File: src/rtl/row_stream_feeder.sv
// row_stream_feeder: holds an N x K operand tile in internal RAM and streams it,
// one column per accepted cycle, into the west edge of an N-row systolic array.
// Supports multi-pass replay of the tile and array backpressure.
// Optional build macro: ROW_STREAM_SKEW_EN adds i ready-gated stages on row i
// so that rows leave as a diagonal wavefront.
//
// Handshake: valid_o[i] qualifies data_o[i]; a beat on row i transfers in any
// cycle where valid_o[i]=1 and ready_i=1. While ready_i=0 the whole output pipe
// and the column/pass counters hold, so data_o/valid_o stay stable until taken.
module row_stream_feeder #(
  parameter int N          = 8,
  parameter int K          = 8,
  parameter int DATA_WIDTH = 32,
  parameter int PASS_W     = 4,
  localparam int RW        = (N > 1) ? $clog2(N) : 1,
  localparam int CW        = (K > 1) ? $clog2(K) : 1
) (
  input  logic                  clk_i,
  input  logic                  rstn_i,
  input  logic                  wr_en_i,
  input  logic [RW-1:0]         wr_row_i,
  input  logic [CW-1:0]         wr_col_i,
  input  logic [DATA_WIDTH-1:0] wr_data_i,
  output logic                  wr_drop_o,
  input  logic                  start_i,
  input  logic [PASS_W-1:0]     passes_i,
  input  logic                  ready_i,
  output logic [DATA_WIDTH-1:0] data_o [0:N-1],
  output logic [N-1:0]          valid_o,
  output logic                  busy_o,
  output logic                  done_o,
  output logic [1:0]            state_o
);

`ifdef ROW_STREAM_SKEW_EN
  localparam int DEPTH = N;
  localparam bit SKEW  = 1'b1;
`else
  localparam int DEPTH = 1;
  localparam bit SKEW  = 1'b0;
`endif

  localparam logic [RW:0] ROW_LIM = (RW+1)'(N);
  localparam logic [CW:0] COL_LIM = (CW+1)'(K);

  typedef enum logic [1:0] {
    ST_IDLE   = 2'd0,
    ST_STREAM = 2'd1,
    ST_DRAIN  = 2'd2,
    ST_DONE   = 2'd3
  } state_t;

  state_t                state_q, state_d;
  logic [CW-1:0]         col_q, col_d;
  logic [PASS_W-1:0]     pass_q, pass_d;
  logic [PASS_W-1:0]     passes_q, passes_d;
  logic                  wr_drop_q, wr_drop_d;
  logic [DEPTH-1:0]      vld_q, vld_d;
  logic [DATA_WIDTH-1:0] pipe_q [0:DEPTH-1][0:N-1];
  logic [DATA_WIDTH-1:0] pipe_d [0:DEPTH-1][0:N-1];
  logic [DATA_WIDTH-1:0] ram_q  [0:N-1][0:K-1];
  logic                  wr_ok;
  logic                  issue;

  // Next-state logic: write acceptance, output pipe shift, FSM and counters.
  always_comb begin
    state_d   = state_q;
    col_d     = col_q;
    pass_d    = pass_q;
    passes_d  = passes_q;
    vld_d     = vld_q;
    pipe_d    = pipe_q;

    wr_ok     = wr_en_i && (state_q == ST_IDLE) &&
                ({1'b0, wr_row_i} < ROW_LIM) && ({1'b0, wr_col_i} < COL_LIM);
    wr_drop_d = wr_en_i && !wr_ok;
    issue     = (state_q == ST_STREAM) && ready_i;

    // Stage 0 loads the current column (or zeros when nothing is issued);
    // later stages only exist with skew and simply shift.
    if (ready_i) begin
      vld_d[0] = issue;
      for (int r = 0; r < N; r++) begin
        pipe_d[0][r] = issue ? ram_q[r][col_q] : '0;
      end
      for (int s = 1; s < DEPTH; s++) begin
        vld_d[s]  = vld_q[s-1];
        pipe_d[s] = pipe_q[s-1];
      end
    end

    case (state_q)
      ST_IDLE: begin
        if (start_i) begin
          state_d  = ST_STREAM;
          col_d    = '0;
          pass_d   = '0;
          passes_d = (passes_i == '0) ? PASS_W'(1) : passes_i;
        end
      end
      ST_STREAM: begin
        if (ready_i) begin
          if (col_q == CW'(K-1)) begin
            col_d  = '0;
            pass_d = pass_q + PASS_W'(1);
            if (pass_q == passes_q - PASS_W'(1)) state_d = ST_DRAIN;
          end else begin
            col_d = col_q + CW'(1);
          end
        end
      end
      ST_DRAIN: begin
        if (ready_i && (vld_d == '0)) state_d = ST_DONE;
      end
      default: begin
        state_d = ST_IDLE;
      end
    endcase
  end

  // State, counters and output pipe registers with asynchronous reset.
  always_ff @(posedge clk_i or negedge rstn_i) begin
    if (!rstn_i) begin
      state_q   <= ST_IDLE;
      col_q     <= '0;
      pass_q    <= '0;
      passes_q  <= '0;
      wr_drop_q <= 1'b0;
      vld_q     <= '0;
      for (int s = 0; s < DEPTH; s++) begin
        for (int r = 0; r < N; r++) begin
          pipe_q[s][r] <= '0;
        end
      end
    end else begin
      state_q   <= state_d;
      col_q     <= col_d;
      pass_q    <= pass_d;
      passes_q  <= passes_d;
      wr_drop_q <= wr_drop_d;
      vld_q     <= vld_d;
      pipe_q    <= pipe_d;
    end
  end

  // Tile RAM: not reset, so a loaded tile survives a reset and can be replayed.
  always_ff @(posedge clk_i) begin
    if (wr_ok) ram_q[wr_row_i][wr_col_i] <= wr_data_i;
  end

  // Row r is taken from stage r with skew, otherwise from stage 0.
  for (genvar r = 0; r < N; r++) begin : g_row
    localparam int STG = SKEW ? r : 0;
    assign data_o[r]  = pipe_q[STG][r];
    assign valid_o[r] = vld_q[STG];
  end

  assign busy_o    = (state_q == ST_STREAM) || (state_q == ST_DRAIN);
  assign done_o    = (state_q == ST_DONE);
  assign wr_drop_o = wr_drop_q;
  assign state_o   = state_q;

endmodule
File: config.mk
export PLATFORM = sky130hd
export DESIGN_NAME = row_stream_feeder
export DESIGN_NICKNAME = d
export VERILOG_FILES = /design/src/rtl/row_stream_feeder.sv
export SDC_FILE = /design/constraint.sdc
export NUM_CORES = 2
export LEC_CHECK = 0
export ABC_AREA = 1
export BUFFER_PORTS_ARGS = -buffer_cell sky130_fd_sc_hd__buf_2
export CORE_ASPECT_RATIO = 1.4
export CORE_MARGIN = 10
export CORE_UTILIZATION = 60
export DETAILED_ROUTE_END_ITERATION = 7
export HOLD_SLACK_MARGIN = 0.03
export PLACE_DENSITY = 0.76
export SLEW_MARGIN = 20
export SYNTH_ARGS = -nofsm -noshare
export SYNTH_HDL_FRONTEND = slang
export SYNTH_SLANG_ARGS = --single-unit
File: constraint.sdc
create_clock -name clk_i -period 6.4 [get_ports clk_i]
set_clock_uncertainty 0.05 [all_clocks]
set_input_delay 0.32 -clock clk_i [delete_from_list [all_inputs] [get_ports clk_i]]
set_output_delay 0.32 -clock clk_i [all_outputs]
set_load 0.02 [all_outputs]
==> key figures <==
Critical path
  – CP Class: reg -> reg
  – Critical Path End Type: flip-flop
  – Crit-path max FO: 236
  – Reg2Reg Depth: 6
  – Flop2flop setup slack: 2410 ps
  – Critical Path RT: 7130 ps
  – R2R Path End: data_o[152]$_DFFE_PN0P_
  – Launch point of the worst reg-to-reg path: col_q[0]$_DFFE_PN0P_
  – CP Launch Type: flip-flop
  – Arrival @ worst endpoint: 4720 ps

Logic synthesis
  – Cells after Synth: 6828
  – Cell taking the most area after synthesis: edfxtp_1
  – Top cells by count, synth: edfxtp_1 (2048), nor2_1 (1620), o21ai_0 (1027)
  – Async set-reset flop share out of synthesis: 0.1169
  – Dominant cell by count in the synthesized netlist: edfxtp_1
  – Syn Area/Cell: 13.08 µm²
  – Synth top area cells: edfxtp_1 (69%), dfrtp_1 (7.6%), nor2_1 (6.8%), o21ai_0 (5.8%), o211ai_1 (4.3%)
  – Yosys warns: 0
  – Post-synth top area share: 0.6886
  – Post-synthesis cell area: 0.08931 mm²
  – Yosys reg bits: 2319
  – Distinct cell type count after synthesis: 22
  – Most used DFF post-synth: edfxtp_1
  – EDFF count, synth: 2048
  – Post-Syn Nets: 6884
  – Seq/Total Area, Yosys: 0.7646

Floorplanning
  – Starting Density: 0.6037
  – Die Ht: 476.5 µm
  – Die X: 346.1 µm
  – Io pins: 316
  – Placement row count: 167
  – Die area: 0.1649 mm²
  – Total core area: 0.1479 mm²

Drt
  – Vias/cell: 6.429
  – Vias post-DR: 58849
  – Initial DRT Pass Iterations: 6
  – DRT Wirelength: 250000 µm
  – Antenna Nets Post-Route: 0
  – Drc violations: 0
  – Met3 WL: 26950 µm
  – Top sig layer: met5
  – DR WL met2: 120900 µm
  – DRT iter0 DRCs: 8952
  – Avg WL per Cell: 27.31 µm
  – Wl on met1: 91140 µm

Pwr
  – Pleak: 0.03465 µW
  – NetSw: 13090 µW
  – Max VDD drop: 0.3706 mV
  – Clk pwr share: 0.313
  – Logic gate share of total power: 0.237
  – P per Cell Area: 397.3 mW/mm²
  – Int Pwr: 26930 µW
  – Seq pwr share: 0.450
  – Sw Ratio: 0.3271

STA
  – Worst Max-Slew Pin Slew: 1257 ps
  – Setup violators final: 0
  – RSZ-0062 raised after global routing: no
  – Endpoints failing hold: 0
  – Fmax: 0.2508 GHz
  – Fin crit period: 3988 ps
  – Min Hold Slack: 49.93 ps
  – Setup_tns: 0 ps
  – Relative slew slack: 0.1622
  – Pins Over Slew Limit: 0
  – Final Cycle Share: 0.6231

CTS
  – Root Driver: clkbuf_16
  – CTS tree: yes
  – Clk buf depth: 3
  – Clock sink count: 2319
  – CTS buffer count: 200
  – Clock latency on the worst-skew pair: 860 ps
  – Cts repair resizes: 0
  – Post-CTS Setup Bufs: 0
  – Clock transition at path regs: 60 ps
  – H-tree Lvls: 4
  – Hold_buf cts: 20

Flow run
  – Max Cap Viol: 0

Cells and area
  – Final #Nets: 7083
  – P&R area growth vs syn: 12.78%
  – Post-route cell area: 0.1007 mm²
  – Ratio of cells with drive above 1 in the final layout: 0.1134

GRT
  – Initial antenna violation count: 12
  – Largest net degree at the start of global routing: 302
  – Vias in the first global route: 57371
  – First-pass GRT wire length: 367900 µm
  – Total gr overflow: 0
  – Total track usage: 0.2947

Min path
  – Hold crit path type: in -> reg
  – Hold Crit Start: wr_data_i[31]
  – Hold depth: 1
  – Hold Path End: ram_q[3][223]$_DFFE_PP_

Placement
  – Final GP Congestion: 0.8329
  – Placed instance area: 0.09314 mm²
  – Final HPWL DP: 133000 µm
  – Port Buf Inserts: 315

Status
  – Status: completed
layout make-up:
cell class / count / area, µm²
Timing Repair Buffer: 459 / 3799
Inverter: 31 / 155.1
Clock buffer: 282 / 5679
Antenna cell: 7 / 17.52
Multi-Input combinational cell: 4016 / 19210
Fill cell: 9768 / 47220
Tap cell: 1943 / 2431
Sequential cell: 2319 / 68290
Clock inverter: 96 / 1134
routing by layer:
layer | track usage | vias to the layer above
met2 | 0.4736 | 3879
met4 | 0.1336 | 10
met1 | 0.3901 | 29271
li1 | - | 25121
met5 | 0 | -
met3 | 0.05798 | 568
power by group through the flow:
stage	Sequential, µW	Clock (µW)	Combinational [µW]
after floorplan	18700	0	5380
after global placement	18300	0	9070
after detailed placement	18300	0	9290
after CTS	18000	12500	9410
after global routing	18100	13100	10400
final	18000	12500	9490
cells by family (layout without fill, tap and decap cells):
kind of cell               count (synthesis)  after routing  share of synthesized area
and+or+nand+nor                         2455           2455                     0.1071
DFF                                     2319           2319                     0.7646
AOI/OAI and AO/OA                       1551           1551                     0.1013
buffers and inverters                    493            868                    0.02572
adders and majority gates                  9              9                   0.001261
xor gates and xnor gates                   1              1                 0.00009809
other                                      0              7                          0
sequential cells by signal (all words and copies together) (netlist names):
signal / count
ram_q: 2048
passes_q: 4
data_o: 256
vld_q: 1
col_q: 3
state_o: 2
pass_q: 4
wr_drop_o: 1
worst max-delay path by stage:
stage,startpoint,to,slack [ps],cells after the start
floorplan,state_o[0]$_DFFE_PN0P_,ram_q[0][100]$_DFFE_PP_,3290,6
global placement,col_q[0]$_DFFE_PN0P_,data_o[20]$_DFFE_PN0P_,2540,6
detailed placement,col_q[0]$_DFFE_PN0P_,data_o[8]$_DFFE_PN0P_,2540,6
CTS,col_q[0]$_DFFE_PN0P_,data_o[3]$_DFFE_PN0P_,2530,6
global route,col_q[0]$_DFFE_PN0P_,data_o[154]$_DFFE_PN0P_,2180,9
finish,col_q[0]$_DFFE_PN0P_,data_o[152]$_DFFE_PN0P_,2410,6
through the flow:
step             util  cells  setup slack [ps]  power (µW)
6_report       0.6808   9153              2412       40020
5_1_grt        0.6808   9148              2179       41560
4_1_cts        0.6771   9124              2533       39960
3_5_place_dp   0.6296   8726              2543       27580
3_3_place_gp   0.6245   8694              2537       27350
2_1_floorplan       -   6828              3287       24120
cell usage in the layout, fill, tap and decap left out, types with 5 or more instances in the layout:
| master | netlist | routed |
|---|---|---|
| clkinv_8 | 0 | 5 |
| o21ai_0 | 1027 | 1027 |
| ha_1 | 9 | 9 |
| clkinv_1 | 3 | 24 |
| clkbuf_16 | 0 | 205 |
| edfxtp_1 | 2048 | 2048 |
| clkinv_2 | 0 | 33 |
| dfrtp_1 | 271 | 268 |
| o211ai_1 | 512 | 512 |
| buf_2 | 133 | 313 |
| dlygate4sd3_1 | 0 | 19 |
| nand2_1 | 559 | 557 |
| nand3_1 | 275 | 275 |
| nor2_4 | 0 | 64 |
| nor2_1 | 1620 | 1556 |
| clkbuf_8 | 0 | 26 |
| o21ai_1 | 10 | 10 |
| buf_12 | 0 | 41 |
| clkbuf_1 | 204 | 51 |
| diode_2 | 0 | 7 |
| inv_6 | 0 | 5 |
| bufinv_16 | 0 | 21 |
| inv_1 | 27 | 26 |
| buf_4 | 45 | 55 |
| buf_16 | 0 | 28 |
worst max-delay path: stages, from the launching register on:
cell and delay (ps):
dfrtp_4 1070, buf_12 590, buf_4 840, o21ai_0 200, o211ai_1 390, nand3_1 170, nand2_1 100
Power figures use the tool's default switching activity.
